## src/rtl/chaser_tick_gen.sv

```systemverilog
// Slow-clock and tick generator for the 5-LED chaser, with debounced pause/resume
// and single-step push-buttons. slow_clk feeds the chaser clock input directly.

module chaser_tick_gen_debounce #(
  parameter int DB_CYCLES = 20
) (
  input  logic clk,
  input  logic rst_n,
  input  logic btn_n,
  output logic press
);

  localparam int DB_W = (DB_CYCLES > 1) ? $clog2(DB_CYCLES) : 1;

  logic            sync_a;
  logic            sync_b;
  logic            level;
  logic [DB_W-1:0] db_cnt;

  // The level only moves after DB_CYCLES consecutive disagreeing samples;
  // any agreeing sample restarts the count.
  always_ff @(posedge clk or negedge rst_n) begin
    if (!rst_n) begin
      sync_a <= 1'b1;
      sync_b <= 1'b1;
      level  <= 1'b1;
      db_cnt <= '0;
      press  <= 1'b0;
    end else begin
      sync_a <= btn_n;
      sync_b <= sync_a;
      press  <= 1'b0;
      if (sync_b == level) begin
        db_cnt <= '0;
      end else if (db_cnt == DB_W'(DB_CYCLES - 1)) begin
        level  <= sync_b;
        db_cnt <= '0;
        press  <= ~sync_b;
      end else begin
        db_cnt <= db_cnt + DB_W'(1);
      end
    end
  end

endmodule

// state  | meaning
// RUN    | free-running divider, slow_clk toggles every HALF cycles
// PAUSE  | slow_clk held low, waiting for resume or single-step
// STEP   | one slow_clk high phase of HALF cycles, then back to PAUSE
module chaser_tick_gen #(
  parameter int CLK_HZ      = 2_080_000,
  parameter int OUT_HZ      = 1,
  parameter int DEBOUNCE_MS = 20
) (
  input  logic clk,
  input  logic rst_n,
  input  logic btn_pause_n,
  input  logic btn_step_n,
  output logic slow_clk,
  output logic tick,
  output logic running
);

  localparam int HALF      = CLK_HZ / (2 * OUT_HZ);
  localparam int DB_CYCLES = (CLK_HZ / 1000) * DEBOUNCE_MS;
  localparam int DIV_W     = (HALF > 1) ? $clog2(HALF) : 1;

  typedef enum logic [1:0] {
    ST_RUN,
    ST_PAUSE,
    ST_STEP
  } state_t;

  state_t           state;
  logic [DIV_W-1:0] div_cnt;
  logic             div_last;
  logic             pause_press;
  logic             step_press;

  chaser_tick_gen_debounce #(.DB_CYCLES(DB_CYCLES)) u_db_pause (
    .clk   (clk),
    .rst_n (rst_n),
    .btn_n (btn_pause_n),
    .press (pause_press)
  );

  chaser_tick_gen_debounce #(.DB_CYCLES(DB_CYCLES)) u_db_step (
    .clk   (clk),
    .rst_n (rst_n),
    .btn_n (btn_step_n),
    .press (step_press)
  );

  assign div_last = (div_cnt == DIV_W'(HALF - 1));

  always_ff @(posedge clk or negedge rst_n) begin
    if (!rst_n) begin
      state    <= ST_RUN;
      div_cnt  <= '0;
      slow_clk <= 1'b0;
      tick     <= 1'b0;
      running  <= 1'b1;
    end else begin
      tick <= 1'b0;
      case (state)
        ST_RUN: begin
          // Cutting the high phase short here is harmless: the chaser only uses rising edges.
          if (pause_press) begin
            state    <= ST_PAUSE;
            slow_clk <= 1'b0;
            div_cnt  <= '0;
            running  <= 1'b0;
          end else if (div_last) begin
            div_cnt  <= '0;
            slow_clk <= ~slow_clk;
            tick     <= ~slow_clk;
          end else begin
            div_cnt <= div_cnt + DIV_W'(1);
          end
        end
        ST_PAUSE: begin
          slow_clk <= 1'b0;
          div_cnt  <= '0;
          // Resume wins over a simultaneous step.
          if (pause_press) begin
            state   <= ST_RUN;
            running <= 1'b1;
          end else if (step_press) begin
            state    <= ST_STEP;
            slow_clk <= 1'b1;
            tick     <= 1'b1;
          end
        end
        ST_STEP: begin
          if (div_last) begin
            state    <= ST_PAUSE;
            slow_clk <= 1'b0;
            div_cnt  <= '0;
          end else begin
            div_cnt <= div_cnt + DIV_W'(1);
          end
        end
        default: begin
          state    <= ST_RUN;
          slow_clk <= 1'b0;
          div_cnt  <= '0;
          running  <= 1'b1;
        end
      endcase
    end
  end

endmodule
```

## config.mk

```make
export PLATFORM = sky130hd
export DESIGN_NAME = chaser_tick_gen
export DESIGN_NICKNAME = d
export VERILOG_FILES = /design/src/rtl/chaser_tick_gen.sv
export SDC_FILE = /design/constraint.sdc
export NUM_CORES = 1
export LEC_CHECK = 0
export CAP_MARGIN = 20
export CORE_MARGIN = 1.5
export CORE_UTILIZATION = 63
export CTS_CLUSTER_SIZE = 40
export DETAILED_ROUTE_END_ITERATION = 16
export PLACE_DENSITY = 0.81
export SYNTH_ARGS = -nofsm -noshare
export SYNTH_HDL_FRONTEND = slang
export SYNTH_SLANG_ARGS = --single-unit
```

## constraint.sdc

```tcl
create_clock -name clk -period 3.85 [get_ports clk]
set_clock_uncertainty 0.2 [all_clocks]
set_input_delay 0.77 -clock clk [delete_from_list [all_inputs] [get_ports clk]]
set_output_delay 0.77 -clock clk [all_outputs]
set_load 0.05 [all_outputs]
```

# After elaboration in Yosys (flattened, before gate mapping)
# Index checks and enable logic that the tools add are counted.
op_classes:
  n_addsub: 3
  eq_ne: 12
  n_mux: 28
  bitwise_logic: 6
  reduce_logical: 6
op_table:
  columns: ["cell", "count"]
  rows:
  - ["2-to-1 mux 16 bit", 4]
  - ["2-to-1 mux 20 bit", 2]
  - ["case mux 20 bit (2 select lines)", 1]
  - ["adder 16 x 1 -> 16 bit, second input constant", 2]
  - ["== test 16 bit, second input constant", 2]
  - ["adder 20 x 1 -> 20 bit, second input constant", 1]
  - ["== test 20 bit, second input constant", 1]
  - ["2-to-1 mux 1 bit", 13]
  - ["2-to-1 mux 2 bit", 4]
  - ["NOT 1 bit", 6]
  - ["case mux 1 bit (3 select lines)", 2]
  - ["case mux 2 bit (3 select lines)", 1]
  - ["AND reduction 2 bit", 3]
  - ["AND reduction 3 bit", 2]
  - ["inequality test 2 x 1 -> 1 bit, second input constant", 2]
  - ["inequality test 3 x 1 -> 1 bit, second input constant", 1]
  - ["inequality test 3 x 2 -> 1 bit, second input constant", 1]
  - ["== test 1 bit", 2]
  - ["== test 2 x 1 -> 1 bit, second input constant", 1]
  - ["== test 2 bit, second input constant", 1]
  - ["zero test 2 bit", 1]
  - ["inequality test 2 bit, second input constant", 1]
  - ["case mux 1 bit (2 select lines)", 1]
totals:
  ff_bits: 65
  inputBits: 4
  out_inout_bits: 3
  wordCells: 70

# Longest topological paths before layout
logic_depth:
  ltp_word: 4
  mapped_depth: 7
  depth_no_buf: 5

# Hierarchy
# Synthesis repeated with hierarchy kept, for this count alone.
hier_totals:
  hier_cells: 302
  hier_area_um2: 3064.2
modules_own_cells:
  columns: ["mod", "instances", "cells_per_inst", "area_per_inst_um2", "seq_area_each_um2"]
  rows:
  - ["chaser_tick_gen_debounce", 2, 87, 923.4, 504.2]
  - ["chaser_tick_gen", 1, 128, 1217.4, 626.9]

# Worst setup path after synthesis
# No wires, ideal clock.
synth_path:
  path_type: "register -> register"
  startpoint: "register div_cnt[0]"
  endpoint: "register div_cnt[16]"
  setup_ns: 0.078
  t_arrival_ns: 1.692
  required_time_ns: 3.572
  setup_slack_ns: 1.881
  stages_incl_launch_ff: 6
  path_buffers: 0
  period_less_slack_ns: 1.969
  cell_sequence: "dfrtp_1 -> ha_1 -> nand3_1 -> or3_4 -> or4_1 -> a21oi_1"
synth_via:
  elab_chain_cells: 4
  elab_cells_between_ends: 5
  cone_classes: "1 x add/sub; 1 x eq/ne; 3 x mux"
synth_lines:
  columns: ["item", "line_no", "source"]
  rows:
  - ["start: declaration", "76", "logic [DIV_W-1:0] div_cnt;"]
  - ["start signal: assignment", "119", "div_cnt <= div_cnt + DIV_W'(1);"]
  - ["start signal: assignment", "141", "div_cnt <= div_cnt + DIV_W'(1);"]
  - ["adder 20 x 1 -> 20 bit / == test 20 bit (equally long branches)", "119, 141, 95", null]
  - ["2-to-1 mux 20 bit (*)", "114, 136", null]
  - ["2-to-1 mux 20 bit", "109", "if (pause_press) begin"]
  - ["case mux 20 bit (2 select lines) (*)", "106", "case (state)"]
# Every way passes the cells marked *; elsewhere a longest branch is shown, timed or not.
# A chain may end at the register's enable or synchronous reset.

# Worst setup path in the final report
layout_path:
  startpoint: "register running"
  endpoint: "output port running"
layout_rtl:
  columns: ["item", "line_no", "source"]
  rows:
  - ["start: declaration", "62", "output logic running"]
  - ["start signal: assignment", "103", "running <= 1'b1;"]
  - ["start signal: assignment", "113", "running <= 1'b0;"]
  - ["start signal: assignment", "128", "running <= 1'b1;"]
# No word-level cell between the ends.

==> impl_metrics.env <==
export IMPL_cp_slowest_cell="clkdlybuf4s50_1"
export IMPL_antennaDiodeCount=0
export IMPL_grt_max_degree=35
export IMPL_final_cell_area_mm2=0.00339
export IMPL_die_area_mm2=0.00536
export IMPL_synth_top_family_by_area="simple AND/OR/NAND/NOR gates"
export IMPL_top_usage_layer="met2"
export IMPL_min_period_ns=2.63
export IMPL_finalHoldViolations=0
export IMPL_cp_start_kind="flop"
export IMPL_synthSimpleGateAreaFrac_pct=25.7
export IMPL_core_area_mm2=0.00472
export IMPL_cts_sinks=65
export IMPL_final_max_slew_viol_count=0
export IMPL_overflow=0
export IMPL_gr_usage_met2_pct=37.1
export IMPL_layout_setup_ws_ns=1.22
export IMPL_utilization_pct=71.8
export IMPL_synth_area_leaders="dfrtp_1, dfstp_2, xor2_1"
export IMPL_cp_cell_sequence="clkdlybuf4s50_1"
export IMPL_drtPass1Iterations=4
export IMPL_worstRegToRegCells=5
export IMPL_critical_path_max_stage_delay_ns=0.79
export IMPL_muxShareOfSynthArea_pct=0.725
export IMPL_hpwl_mm=3.66
export IMPL_cap_violations=0
export IMPL_crit_type="flop to output port"
export IMPL_clock_path_buffers=2
export IMPL_async_flop_share_pct=100
export IMPL_synth_top_area_cell="dfrtp_1"
export IMPL_cts_buffers=9
export IMPL_routed_via_density=5.80
export IMPL_period_share_pct=68.3
export IMPL_synth_edf_count=0
export IMPL_pre_cts_slack_ns=1.48
export IMPL_tightest_slew_ns=1.04
export IMPL_std_cell_rows=25
export IMPL_antenna_found_initial=0
export IMPL_routed_wl_mm=5.47
export IMPL_r2r_start="u_db_step.db_cnt[0]"
export IMPL_postCtsHoldBufs=0
export IMPL_syn_to_final_growth_pct=9.18
export IMPL_ir_worst_vdd_uv=310
export IMPL_vias=2256
export IMPL_ios=7
export IMPL_setup_tns_ns=0
export IMPL_tritoncts="built"
export IMPL_place_area_mm2=0.00323
export IMPL_crit_buf_inv=1
export IMPL_ys_seq_elements=65
export IMPL_grt_pass1_wl_mm=9.80
export IMPL_netlist_instances=307
export IMPL_endpoint_kind="output port"
export IMPL_critPathTopFamily="buffers and inverters"
export IMPL_synthAdderAreaFrac_pct=1.21
export IMPL_finalWeightedCongestion=0.816
export IMPL_postRouteAntennaNets=0
export IMPL_ys_warnings_count=0
export IMPL_met1_usage_pct=31.7
export IMPL_fp_dieW_um=73.2
export IMPL_min_path_type="flop to flop"
export IMPL_synth_area_mm2=0.00311
export IMPL_yosysMostFrequentCell="dfrtp_1"
export IMPL_cts_root_buf="clkbuf_8"
export IMPL_synth_common_cells="dfrtp_1, nor2_1, xor2_1, nand3_1"
export IMPL_die_height_um=73.2
export IMPL_drtIter0Drc=136
export IMPL_required_ns=2.88
export IMPL_syn_avg_cell_area_um2=10.1
export IMPL_ys_types=41
export IMPL_whs_path_depth=0
export IMPL_max_freq_mhz=380
export IMPL_relSlewSlack_pct=30.5
export IMPL_drive_above_1_share_pct=9.01
export IMPL_insertion_delay_ns=0.34
export IMPL_drc=0
export IMPL_ctsResizeCount=0
export IMPL_status="completed"
export IMPL_grt_use_total_pct=23.8
export IMPL_holdPathEnd="u_db_step.sync_b"
export IMPL_synth_fp_nets=314
export IMPL_clkTransAtPathRegs_ns=0.06
export IMPL_htree_levels=3
export IMPL_synth_seq_area_share_pct=52.6
export IMPL_met3_usage_pct=5.25
export IMPL_finalNetCount=324
export IMPL_reg2reg_slack_ns=1.40
export IMPL_hold_path_startpoint="u_db_step.sync_a"
export IMPL_synth_compound_area_share_pct=7.01
export IMPL_grt_setup_unrepaired="no"
export IMPL_avgRoutedWirePerCell_um=14.1
export IMPL_ys_flop_type="dfrtp_1"
export IMPL_powerDensity_mw_per_mm2=362
export IMPL_whs_ns=0.155
export IMPL_floorplan_initialDensity_pct=65.8
export IMPL_reg2reg_to="u_db_step.db_cnt[14]"
export IMPL_crit_arrival_ns=1.66
export IMPL_grt_pass1_vias=2229
export IMPL_setup_viol=0
export IMPL_post_cts_buffers=0
export IMPL_port_buffers=6
export IMPL_synth_xor_area_share_pct=10.1
export IMPL_p_leak_nw=1.46
export IMPL_synth_top_area_share_pct=46.7
export IMPL_cp_max_fo=3
final cells by class:
cell class	instances	area [µm²]
clock buffers	13	149
clock inverters	3	17.5
fillers	347	1330
inverters	10	37.5
multi-input cells	222	1390
flip-flops and latches	65	1640
well taps	67	83.8
repair buffers	9	77.6
kinds of logic (layout without fill, tap and decap cells):
family	Yosys count	count (layout)
AOI/OAI and AO/OA	35	35
xor gates and xnor gates	36	36
adders and majority gates	3	3
buffers and inverters	20	35
DFF	65	65
muxes	2	2
and+or+nand+nor	146	146
placed cells by master (no fill, tap or decap), types with 4 or more instances in the layout:
cell type,n
dfrtp_1,58
nor2_1,48
xor2_1,21
nand3_1,17
nand4_1,15
xnor2_1,15
nand2_1,13
a21oi_1,12
inv_1,10
clkbuf_8,10
o31ai_1,9
and4_1,8
and2_1,8
or4_1,7
or3_1,7
dfstp_2,7
o21ai_0,6
clkdlybuf4s50_1,5
and3_1,4
nor4_1,4
routing by layer:
| metal | up-vias | wire length [µm] |
|---|---|---|
| li1 | 1102 | - |
| met1 | 1098 | 2610 |
| met2 | 41 | 2600 |
| met3 | 15 | 144 |
| met4 | 0 | 113 |
| met5 | - | 0 |
power breakdown:
group | switching (mW) | internal [mW]
logic | 0.0227 | 0.00965
registers | 0.00647 | 0.692
clock network | 0.246 | 0.250
how the worst max path moves through the flow:
stage               cells after the start                start  slack, ns                   end
floorplan                               5           div_cnt[0]       1.88           div_cnt[16]
global placement                        1              running       1.57               running
detailed placement                      5  u_db_step.db_cnt[0]       1.48  u_db_step.db_cnt[14]
CTS                                     1              running       1.20               running
global route                            5  u_db_step.db_cnt[0]       1.15  u_db_step.db_cnt[14]
finish                                  1              running       1.22               running
state kept, by name, indices dropped and copies added, names as in the netlist, 2 cells and up:
register / flops
u_db_step.db_cnt: 16
u_db_pause.db_cnt: 16
div_cnt: 20
state: 2
per-stage QoR:
stage	power [mW]	instances
finish	1.23	389
CTS	1.24	389
global route	1.27	389
global placement	0.743	373
floorplan	0.722	307
detailed placement	0.744	373
No activity file was read; power rests on OpenSTA's default activity.
